**src/rtl/tick_pkg.sv**
```systemverilog
// rtl/tick_pkg.sv - shared BCD constants and helpers for the tick counter
package tick_pkg;

    localparam int BCD_WIDTH = 4;
    localparam logic [BCD_WIDTH-1:0] BCD_MAX = 4'd9;
    localparam logic [BCD_WIDTH-1:0] BCD_MIN = 4'd0;

    // Non-decimal nibbles collapse to zero so the count never leaves BCD space.
    function automatic logic [BCD_WIDTH-1:0] bcd_clamp(input logic [BCD_WIDTH-1:0] value);
        return (value > BCD_MAX) ? BCD_MIN : value;
    endfunction

endpackage

```
**src/rtl/bcd_digit.sv**
```systemverilog
// rtl/bcd_digit.sv - one registered BCD digit with carry/borrow out
module bcd_digit
    import tick_pkg::*;
(
    input  logic                 clock_in,
    input  logic                 reset,
    input  logic                 inc,
    input  logic                 dec,
    input  logic                 load,
    input  logic [BCD_WIDTH-1:0] load_digit,
    output logic [BCD_WIDTH-1:0] digit,
    output logic                 carry,
    output logic                 borrow
);

    // Carry/borrow are combinational so a whole 9..9 or 0..0 run ripples in one cycle.
    assign carry  = inc && (digit == BCD_MAX);
    assign borrow = dec && (digit == BCD_MIN);

    always_ff @(posedge clock_in) begin
        if (reset) begin
            digit <= BCD_MIN;
        end else if (load) begin
            digit <= bcd_clamp(load_digit);
        end else if (inc) begin
            digit <= carry ? BCD_MIN : digit + 4'd1;
        end else if (dec) begin
            digit <= borrow ? BCD_MAX : digit - 4'd1;
        end
    end

endmodule

```
**src/rtl/tick_bcd_counter.sv**
```systemverilog
// rtl/tick_bcd_counter.sv - BCD up/down counter advanced by edges of a divided tick
module tick_bcd_counter
    import tick_pkg::*;
#(
    parameter int DIGITS     = 4,
    parameter bit BOTH_EDGES = 1'b0
) (
    input  logic                          clock_in,
    input  logic                          reset,
    input  logic                          tick_in,
    input  logic                          enable,
    input  logic                          up_down,
    input  logic                          load,
    input  logic [BCD_WIDTH*DIGITS-1:0]   load_value,
    output logic [BCD_WIDTH*DIGITS-1:0]   count_bcd,
    output logic                          rollover,
    output logic                          tick_seen
);

    logic              tick_prev;
    logic              rising;
    logic              falling;
    logic              qual_edge;
    logic              count_edge;
    logic [DIGITS:0]   inc_chain;
    logic [DIGITS:0]   dec_chain;

    // tick_prev follows tick_in even during reset, so a high tick at release is not an edge.
    always_ff @(posedge clock_in) begin
        tick_prev <= tick_in;
    end

    assign rising     = tick_in & ~tick_prev;
    assign falling    = ~tick_in & tick_prev;
    assign qual_edge  = BOTH_EDGES ? (rising | falling) : rising;

    // Load wins over a coincident edge, so the edge never reaches the digit chain.
    assign count_edge   = qual_edge & enable & ~load;
    assign inc_chain[0] = count_edge & up_down;
    assign dec_chain[0] = count_edge & ~up_down;

    for (genvar g = 0; g < DIGITS; g++) begin : g_digit
        bcd_digit u_digit (
            .clock_in   (clock_in),
            .reset      (reset),
            .inc        (inc_chain[g]),
            .dec        (dec_chain[g]),
            .load       (load),
            .load_digit (load_value[g*BCD_WIDTH +: BCD_WIDTH]),
            .digit      (count_bcd[g*BCD_WIDTH +: BCD_WIDTH]),
            .carry      (inc_chain[g+1]),
            .borrow     (dec_chain[g+1])
        );
    end

    // A carry or borrow out of the top digit is exactly the wrap condition.
    always_ff @(posedge clock_in) begin
        if (reset) begin
            rollover  <= 1'b0;
            tick_seen <= 1'b0;
        end else begin
            rollover  <= inc_chain[DIGITS] | dec_chain[DIGITS];
            tick_seen <= qual_edge;
        end
    end

endmodule

```
**config.mk**
```make
export PLATFORM = sky130hd
export DESIGN_NAME = tick_bcd_counter
export DESIGN_NICKNAME = d
export VERILOG_FILES = /design/src/rtl/tick_pkg.sv /design/src/rtl/bcd_digit.sv /design/src/rtl/tick_bcd_counter.sv
export SDC_FILE = /design/constraint.sdc
export NUM_CORES = 1
export LEC_CHECK = 0
export ABC_AREA = 1
export CAP_MARGIN = 10
export CELL_PAD_IN_SITES_DETAIL_PLACEMENT = 1
export CELL_PAD_IN_SITES_GLOBAL_PLACEMENT = 1
export CORE_MARGIN = 4
export CORE_UTILIZATION = 39
export DETAILED_ROUTE_END_ITERATION = 6
export GPL_ROUTABILITY_DRIVEN = 0
export PLACE_DENSITY_LB_ADDON = 0.1
export SLEW_MARGIN = 40
export SYNTH_ARGS = -nofsm -noshare
export SYNTH_HDL_FRONTEND = slang
export SYNTH_SLANG_ARGS = --single-unit
```
**constraint.sdc**
```tcl
create_clock -name clock_in -period 3 [get_ports clock_in]
set_input_delay 0.9 -clock clock_in [delete_from_list [all_inputs] [get_ports clock_in]]
set_output_delay 0.9 -clock clock_in [all_outputs]
set_load 0.05 [all_outputs]
```
# == Word level (Yosys, flattened, before mapping) ==
# Cells that the tools add are included.
# word_totals
register_bits,19
in_bits,22
output_inout_bits,18
elab_cells,72
# op_classes
add_sub_neg,8
order_cmp,4
n_eq_ne,4
n_mux,24
bitwise_logic,9
n_reduce_logical,16
# ops
cell,count
two-way mux 4 bit,24
"adder 4 x 1 -> 4 bit, second input constant",4
"equality test 4 bit, second input constant",4
"> comparator 4 bit, second input constant",4
zero test 4 bit,4
"subtractor 4 x 1 -> 4 bit, second input constant",4
nonzero test 3 bit,4
logical AND 1 bit,8
bitwise AND 1 bit,5
NOT 1 bit,3
OR 1 bit,1

# == Longest topological paths before layout ==
# Gate-level depths: netlist (run 1).
# depth
depth_word,13
ltp_mapped,11
mapped_depth_nobuf,11

# == By module ==
# Synthesis (run 1) repeated with hierarchy kept, for this count alone.
# hier_totals
cells_unflattened,289
hier_area_um2,1901.8
# modules_own_cells
mod,n_inst,cells_per_inst,area_per_inst_um2,seq_area_each_um2
bcd_digit (g_digit[0].u_digit ...),3,69,446.7,80.1
bcd_digit (g_digit[3].u_digit),1,68,454.2,80.1
tick_bcd_counter,1,14,107.6,60.1

# == Worst setup path after synthesis (run 1) ==
# No wires, ideal clock.
# synth_path
path_kind,register -> register
from,register g_digit[2].u_digit.digit[0]
to,register g_digit[3].u_digit.digit[0]
setup_time_ps,117
arrival_time_ps,1788
required_time_ps,2883
slack_ps,1095
path_stages_with_launch,10
path_buffers,0
synth_period_minus_slack_ps,1905
cell_sequence,dfxtp_1 > inv_1 > ha_1 > nor3b_2 > nand4_4 > nand2_2 > nor2_4 > nand2_1 > nand2_1 > a21oi_1
# synth_between
elab_chain_cells,7
word_cells_on_any_way,12
classes_between,eq/ne (1); mux (5); reduce/logical (6)
# synth_rtl
element,line,rtl
start: declaration,bcd_digit.sv:11,"output logic [BCD_WIDTH-1:0] digit,"
start signal: assignment,bcd_digit.sv:24,digit <= bcd_clamp(load_digit);
start signal: assignment,bcd_digit.sv:26,digit <= carry ? BCD_MIN : digit + 4'd1;
start signal: assignment,bcd_digit.sv:28,digit <= borrow ? BCD_MAX : digit - 4'd1;
zero test 4 bit,bcd_digit.sv:18,assign borrow = dec && (digit == BCD_MIN);
logical AND 1 bit (2 in series),bcd_digit.sv:18,
two-way mux 4 bit,bcd_digit.sv:28,
two-way mux 4 bit,bcd_digit.sv:27,end else if (dec) begin
two-way mux 4 bit,bcd_digit.sv:25,end else if (inc) begin
two-way mux 4 bit,bcd_digit.sv:23,end else if (load) begin
end signal: assignment,bcd_digit.sv:24,
end signal: assignment,bcd_digit.sv:26,
end signal: assignment,bcd_digit.sv:28,
end: declaration,bcd_digit.sv:11,
# Parallel ways exist; a longest one is shown, timed or not. The select of a mux whose other input is x is not followed.
# A chain may end at the register's enable or synchronous reset.

# == Final worst setup path (run 1) ==
# layout_path
from,register g_digit[1].u_digit.digit[2]
to,output port count_bcd[6]
# layout_rtl
element,line,rtl
start: declaration,bcd_digit.sv:11,
start signal: assignment,bcd_digit.sv:24,
start signal: assignment,bcd_digit.sv:26,
start signal: assignment,bcd_digit.sv:28,
end: declaration,tick_bcd_counter.sv:15,"output logic [BCD_WIDTH*DIGITS-1:0] count_bcd,"
# No word-level cell between the ends.

==> run summary, run 1 <==
=====================================================================================
Reg2reg setup slack                                                           1230 ps
Post-synth EDFFs                                                                    0
Clk_lat worst skew                                                             260 ps
Power per standard cell area                                              357 nW/um^2
CP top delay family                                                      buffers and inverters
Ordered cell list for the critical path                                  clkdlybuf4s50_1
Number of distinct library cells after synthesis                                   39
Global-route wire length before repair                                        9510 um
VDD IR-drop max                                                              0.194 mV
Cells after synthesis                                                             274
Final setup violating endpoints                                                     0
Via count of the first global-routing pass                                       2015
Worst setup path startpoint                                              g_digit[1].u_digit.digit[2]
Slowest-stage cell, CP                                                   sky130_fd_sc_hd__clkdlybuf4s50_1
Layout cells sized above 1                                                      0.115
Outcome                                                                  complete, no violations
Setup slack of the critical path after layout                                  416 ps
Fraction of registers with async set/reset                                          0
Reg-to-Reg Start                                                         g_digit[0].u_digit.digit[0]
# resized after CTS                                                                 0
Compound-gate portion of the synthesized area                                   0.124
CTS tree                                                                         done
Level count of the clock H-tree                                                     1
Critical path required time                                                   2100 ps
Post-synthesis share of cell area spent on and, or, nand and nor gates          0.415
Peak clock frequency supported by timing                                      387 MHz
Max capacitance violation total                                                     0
Number of port buffers                                                             39
Startpoint type of the worst setup path                                          flop
IO Count                                                                           40
Capture point of the worst reg-to-reg path                               g_digit[1].u_digit.digit[1]
Critical path's largest stage delay                                            880 ps
Reg clk slew, reported paths                                                    80 ps
Total clock sinks                                                                  19
Count of hold buffers inserted by post-cts repair                                   0
Post-detail-place hpwl                                                        4400 um
Worst hold slack after final layout                                            473 ps
Sequential-to-total area share from yosys stat                                  0.203
Row count                                                                          24
Critical path fanouts, max                                                          7
Post-route clock period utilization                                             0.861
# fillers                                                                         602
Sum of buffers and inverters on the critical path                                   1
Ratio of routed vias to standard cells                                           5.33
Synthesized-area fraction occupied by adder cells                               0.107
Yosys warnings                                                                      0
Post-Synthesis Net Count                                                          312
Setup Crit Path Kind                                                       reg -> out
Largest net degree at the start of global routing                                  15
Post-CTS setup buffers                                                              0
Initial antenna violation count                                                     0
R2r worst-path depth                                                                9
Setup slack after placement                                                    374 ps
Worst-case clock buffer depth                                                       2
Number of nets in the final layout                                                351
Die extent in y                                                               77.2 um
Area growth from synthesis to layout                                            25.5%
Core Footprint                                                              4500 um^2
Cell area after synthesis                                                   1870 um^2
Routed wire length                                                            5560 um
Number of cells on the critical path                                                1
Timing endpoint of the critical path                                     count_bcd[6]
Routed Antenna Nets                                                                 0
Remaining global-route overflow                                                     0
Worst min path class                                                       reg -> reg
Die X                                                                         77.2 um
Static power due to leakage                                                   1.07 nW
Final-report max-slew violation count                                               0
GRT Overall Usage                                                               0.192
Arrival time of data at the critical path endpoint                            1680 ps
Starting density of the core                                                    0.415
Worst Clk Skew                                                                1.59 ps
Post-route setup TNS                                                             0 ps
Largest family of logic cells by synthesized area                        simple AND/OR/NAND/NOR gates
Area occupied by multi-input gates                                          1310 um^2
First drt pass iteration count                                                      4
Clock root buffer                                                        sky130_fd_sc_hd__clkbuf_8
1st-iter DRT viols                                                                 81
FF/Latch Area                                                                380 um^2
Nature of the critical path endpoint                                     primary output
Count of antenna diodes in the layout                                               0
Average size of a mapped cell                                               6.82 um^2
DRC errors left                                                                     0
Period minus WS final                                                         2580 ps
Detailed-route via count                                                         1940
Worst max-slew margin expressed relative to the limit                           0.661
Wirelength per Cell                                                           15.3 um
Synth Flop Type                                                          sky130_fd_sc_hd__dfxtp_1
Xor-xnor portion of the synthesized cell area                                  0.0562
Endpoints failing hold                                                              0
Count of state elements after synthesis                                            19
Full die area                                                               5960 um^2
TritonCTS buffer count                                                              3
Least-Margin Pin Slew                                                          507 ps
Setup repair after global routing missed its margin                             false
Multiplexer area fraction after synthesis                                           0
=====================================================================================
-- cell usage after synthesis, drive strengths merged, types with 5 or more instances --
cell type	instances	area, um^2
nand4	10	98.8
nor3	6	30.0
nand2	64	260
nand3	31	178
nor2	25	150
a31oi	5	31.3
xor2	9	78.8
inv	36	135
ha	16	200
o21ai	16	80.1
a21oi	17	88.8
dfxtp	19	380
-- cells in the final DEF, fill, tap and decap left out, types with 2 or more instances in the layout --
master / count
sky130_fd_sc_hd__ha_1: 16
sky130_fd_sc_hd__inv_1: 29
sky130_fd_sc_hd__nor2_4: 5
sky130_fd_sc_hd__inv_2: 7
sky130_fd_sc_hd__o21ai_0: 15
sky130_fd_sc_hd__clkdlybuf4s50_1: 39
sky130_fd_sc_hd__xnor2_1: 3
sky130_fd_sc_hd__nand4_1: 7
sky130_fd_sc_hd__nand2_2: 5
sky130_fd_sc_hd__dfxtp_1: 19
sky130_fd_sc_hd__nor3_1: 6
sky130_fd_sc_hd__nand4_4: 2
sky130_fd_sc_hd__clkbuf_8: 3
sky130_fd_sc_hd__a31oi_1: 5
sky130_fd_sc_hd__a21oi_1: 16
sky130_fd_sc_hd__buf_4: 2
sky130_fd_sc_hd__nand2_1: 58
sky130_fd_sc_hd__nand3_2: 2
sky130_fd_sc_hd__nand3_1: 28
sky130_fd_sc_hd__xor2_1: 9
sky130_fd_sc_hd__nor2_1: 18
-- state kept, by name (all words and copies together) (netlist names) --
signal / count
tick_seen: 1
g_digit.u_digit.digit: 16
tick_prev: 1
rollover: 1
-- power breakdown --
| group | leakage [nW] | switching (mW) | internal, mW | total (mW) |
|---|---|---|---|---|
| Clock | 0.0255 | 0.100 | 0.0926 | 0.193 |
| Sequential | 0.157 | 0.0353 | 0.271 | 0.306 |
| Combinational | 0.888 | 0.208 | 0.132 | 0.340 |
| Total | 1.07 | 0.343 | 0.495 | 0.839 |
-- logic make-up after synthesis --
kind of cell             count (synthesis)
AND/OR/NAND/NOR                        142
buffers and inverters                   43
AO/OA/AOI/OAI                           42
flip-flops                              19
adder cells (fa/ha/maj)                 16
XOR/XNOR                                12
-- through the flow --
step	area (um^2)	util	instances	power, mW
after floorplan	1870	-	274	0.536
after global placement	2300	0.511	360	0.644
after detailed placement	2300	0.511	360	0.652
after CTS	2350	0.521	364	0.847
after global routing	2350	0.521	364	0.895
final	2350	0.521	364	0.839
-- how the worst min path moves through the flow --
| stage | startpoint | slack [ps] | cells after the start | endpoint |
|---|---|---|---|---|
| 2_1_floorplan | tick_prev | 440 | 1 | tick_seen |
| 3_3_place_gp | tick_prev | 470 | 1 | tick_seen |
| 3_5_place_dp | tick_prev | 470 | 1 | tick_seen |
| 4_1_cts | tick_prev | 480 | 1 | tick_seen |
| 5_1_grt | tick_prev | 510 | 1 | tick_seen |
| 6_report | tick_prev | 470 | 1 | tick_seen |
-- final cells by class --
class | count | share of cell area
clock buffers | 3 | 0.0176
well taps | 52 | 0.0277
multi-input cells | 212 | 0.560
clock inverters | 1 | 0.00213
flip-flops and latches | 19 | 0.162
inverters | 36 | 0.0576
repair buffers | 41 | 0.173
-- layer usage --
| layer | GRT usage | vias up | part of all wire |
|---|---|---|---|
| met1 | 0.242 | 927 | 0.47 |
| li1 | - | 976 | - |
| met4 | 0.0338 | 0 | 0.0076 |
| met2 | 0.344 | 33 | 0.49 |
| met3 | 0.0304 | 4 | 0.030 |
| met5 | 0 | - | 0 |
Note: power is estimated with default switching activity, not from simulation.
==> run 2: changes to the inputs <==
CTS_CLUSTER_SIZE = 40   (was unset)
==> results of run 2 <==
The final DEF is identical to that of run 1; final timing and power are the same.
==> run 3: changes to the inputs <==
SYNTH_HIERARCHICAL = 1   (was unset)
==> run 3 against run 2 <==
Final cell count up 12%. Via count up 3.6%. Non-clock buffer count up 12. Area after synthesis up 1.7%. Core utilization up 0.66 points. Critical path depth up 14. Die area up 1.6%.
==> run summary, run 3 <==
==================================================================================
Die X                                                                      77.8 um
Capture point of the worst reg-to-reg path                            g_digit[2].u_digit/digit[3]
Cell taking the most area after synthesis                             sky130_fd_sc_hd__dfxtp_1
Share of the synthesized area in the top cell type                           0.200
Outcome                                                               complete, no violations
Final setup violating endpoints                                                  0
Starting density of the core                                                 0.403
Count of hold buffers inserted by post-cts repair                                0
Reg-to-Reg Start                                                      g_digit[0].u_digit/digit[1]
Post-route clock period utilization                                          0.921
Most frequently used cell type in the post-synthesis netlist          sky130_fd_sc_hd__nand2_1
Number of port buffers                                                          39
Worst min path class                                                    reg -> reg
TritonCTS buffer count                                                           3
Largest net degree at the start of global routing                               21
Worst setup path startpoint                                                tick_in
Reg clk slew, reported paths                                                 80 ps
Worst max-slew margin expressed relative to the limit                        0.655
Worst-case clock buffer depth                                                    2
Critical path fanouts, max                                                       8
Final instance count without filler cells                                      409
Flip-flop count of the largest register, all copies and words added             16
DRC errors left                                                                  0
Routed Antenna Nets                                                              0
Ratio of routed vias to standard cells                                        4.91
Post-synth EDFFs                                                                 0
Startpoint type of the worst setup path                                 input port
Yosys warnings                                                                   6
First drt pass iteration count                                                   4
Number of distinct library cells after synthesis                                26
Clock root buffer                                                     sky130_fd_sc_hd__clkbuf_8
Finished layout cell area                                                2490 um^2
Global-route wire length before repair                                     9740 um
Period minus WS final                                                      2760 ps
Endpoints failing hold                                                           0
Sequential-to-total area share from yosys stat                               0.200
Peak clock frequency supported by timing                                   362 MHz
Hold path cells                                                                  1
Most flops, register                                                  g_digit.u_digit/digit
Cell area after synthesis                                                1900 um^2
Power per standard cell area                                           346 nW/um^2
Remaining global-route overflow                                                  0
Critical path required time                                                3160 ps
Cell types occupying the most area after synthesis                    sky130_fd_sc_hd__dfxtp_1 (20%), sky130_fd_sc_hd__ha_1 (11%), sky130_fd_sc_hd__nand2_1 (9.3%), sky130_fd_sc_hd__inv_1 (7.7%), sky130_fd_sc_hd__nor2_1 (7.1%)
CTS tree                                                                      done
Count of antenna diodes in the layout                                            0
Nature of the critical path endpoint                                          flop
Arrival time of data at the critical path endpoint                         2920 ps
Row count                                                                       25
Clk_lat worst skew                                                          260 ps
R2r worst-path depth                                                            11
Cells after synthesis                                                          289
Max capacitance violation total                                                  0
Reg2reg setup slack                                                        1040 ps
Area growth from synthesis to layout                                         31.0%
Initial antenna violation count                                                  0
Total clock sinks                                                               19
Post-detail-place hpwl                                                     4500 um
VDD IR-drop max                                                           0.161 mV
Post-Synthesis Net Count                                                       327
Least-Margin Pin Slew                                                       516 ps
Commonest cells after routing, fill and taps aside                    sky130_fd_sc_hd__nand2_1 (46), sky130_fd_sc_hd__inv_1 (38), sky130_fd_sc_hd__clkdlybuf4s50_1 (38)
Worst Hold Path EP                                                       tick_seen
IO Count                                                                        40
Core Footprint                                                           4720 um^2
Number of nets in the final layout                                             381
Area of placed instances                                                 2420 um^2
1st-iter DRT viols                                                              95
Routed wire length                                                         5500 um
Total instance count after detailed placement                                  403
Detailed-route via count                                                      2010
Final-report max-slew violation count                                            0
Average size of a mapped cell                                            6.58 um^2
Setup Crit Path Kind                                                     in -> reg
Level count of the clock H-tree                                                  1
Via count of the first global-routing pass                                    2176
Fraction of registers with async set/reset                                       0
Count of state elements after synthesis                                         19
Post-synth top cells                                                  sky130_fd_sc_hd__nand2_1 (47), sky130_fd_sc_hd__inv_1 (39), sky130_fd_sc_hd__nor2_1 (36)
Worst Clk Skew                                                             2.95 ps
Wirelength per Cell                                                        13.4 um
Layout cells sized above 1                                                   0.193
Die extent in y                                                            77.8 um
Synth Flop Type                                                       sky130_fd_sc_hd__dfxtp_1
GRT Overall Usage                                                            0.194
PnR Total Power                                                             863 uW
Commonest non-fill, non-tap cell in the layout                        sky130_fd_sc_hd__nand2_1
Full die area                                                            6060 um^2
Static power due to leakage                                                1.19 nW
Worst Min Path Start                                                     tick_prev
==================================================================================
==> run 3: cell types whose count changed after synthesis, moves of 6 or more <==
cell	delta
sky130_fd_sc_hd__inv_1	+10
sky130_fd_sc_hd__nand2_1	-11
sky130_fd_sc_hd__nor2_1	+18
sky130_fd_sc_hd__o21ai_0	+6
sky130_fd_sc_hd__o21ai_1	+7
==> run 3: logic make-up after synthesis <==
logic type                 share of synthesized area
and+or+nand+nor                                0.357
buffers and inverters                          0.127
AOI/OAI and AO/OA                              0.174
DFF                                            0.200
adders and majority gates                      0.105
xor gates and xnor gates                      0.0368
==> run 3: repair_timing <==
item                                    in CTS  in global routing
endpoints found under the setup margin       0                  5
gates resized for setup                      0                  5
setup buffers                                0                  2
==> run 3: worst max-delay path by stage <==
stage	endpoint	slack (ps)	cells after the start
5_1_grt	g_digit[3].u_digit/digit[2]	-30	16
3_5_place_dp	g_digit[3].u_digit/digit[1]	-140	15
2_1_floorplan	g_digit[3].u_digit/digit[0]	270	13
4_1_cts	g_digit[3].u_digit/digit[0]	130	14
6_report	g_digit[2].u_digit/digit[2]	240	15
3_3_place_gp	g_digit[3].u_digit/digit[0]	-70	13
==> run 3: layout make-up <==
type,instances,area [um^2]
tap,67,83.8
sequential,19,380
timing repair buffer,53,498
multi-input combinational,214,1290
inverter,52,196
clock buffer,4,45.0
fill,642,2230
==> run 3: per-layer routing <==
metal	global-route usage	part of all wire
met5	0	0
met4	0.0480	0.011
met3	0.0290	0.036
met2	0.353	0.49
met1	0.237	0.46
==> run 3: metrics by stage <==
step / hold WS [ps] / TNS, ps / setup WS (ps) / utilization
finish: 456 / 0 / 238 / 0.527
global route: 460 / -26.3 / -26.3 / 0.527
CTS: 457 / 0 / 127 / 0.522
detailed placement: 448 / -698 / -142 / 0.513
global placement: 442 / -228 / -71.0 / 0.513
floorplan: 418 / 0 / 272 / -
==> run 3: report_power, final <==
part           total [mW]  switching [mW]  internal (mW)
clock network       0.193          0.0978         0.0948
registers           0.295          0.0232          0.272
logic               0.375           0.230          0.146
total               0.863           0.351          0.512
==> run 3: worst max-delay path: stages <==
cell and delay, ps:
sky130_fd_sc_hd__clkdlybuf4s50_1 490, sky130_fd_sc_hd__inv_2 50, sky130_fd_sc_hd__nor2_2 80, sky130_fd_sc_hd__nand2_1 100, sky130_fd_sc_hd__nor2_2 120, sky130_fd_sc_hd__nand4_1 150
sky130_fd_sc_hd__inv_1 100, sky130_fd_sc_hd__nand4_1 120, sky130_fd_sc_hd__inv_1 90, sky130_fd_sc_hd__buf_4 130, sky130_fd_sc_hd__nor2_1 40, sky130_fd_sc_hd__nand2_1 210
sky130_fd_sc_hd__nand2_1 100, sky130_fd_sc_hd__a21oi_1 170, sky130_fd_sc_hd__nor2_1 60
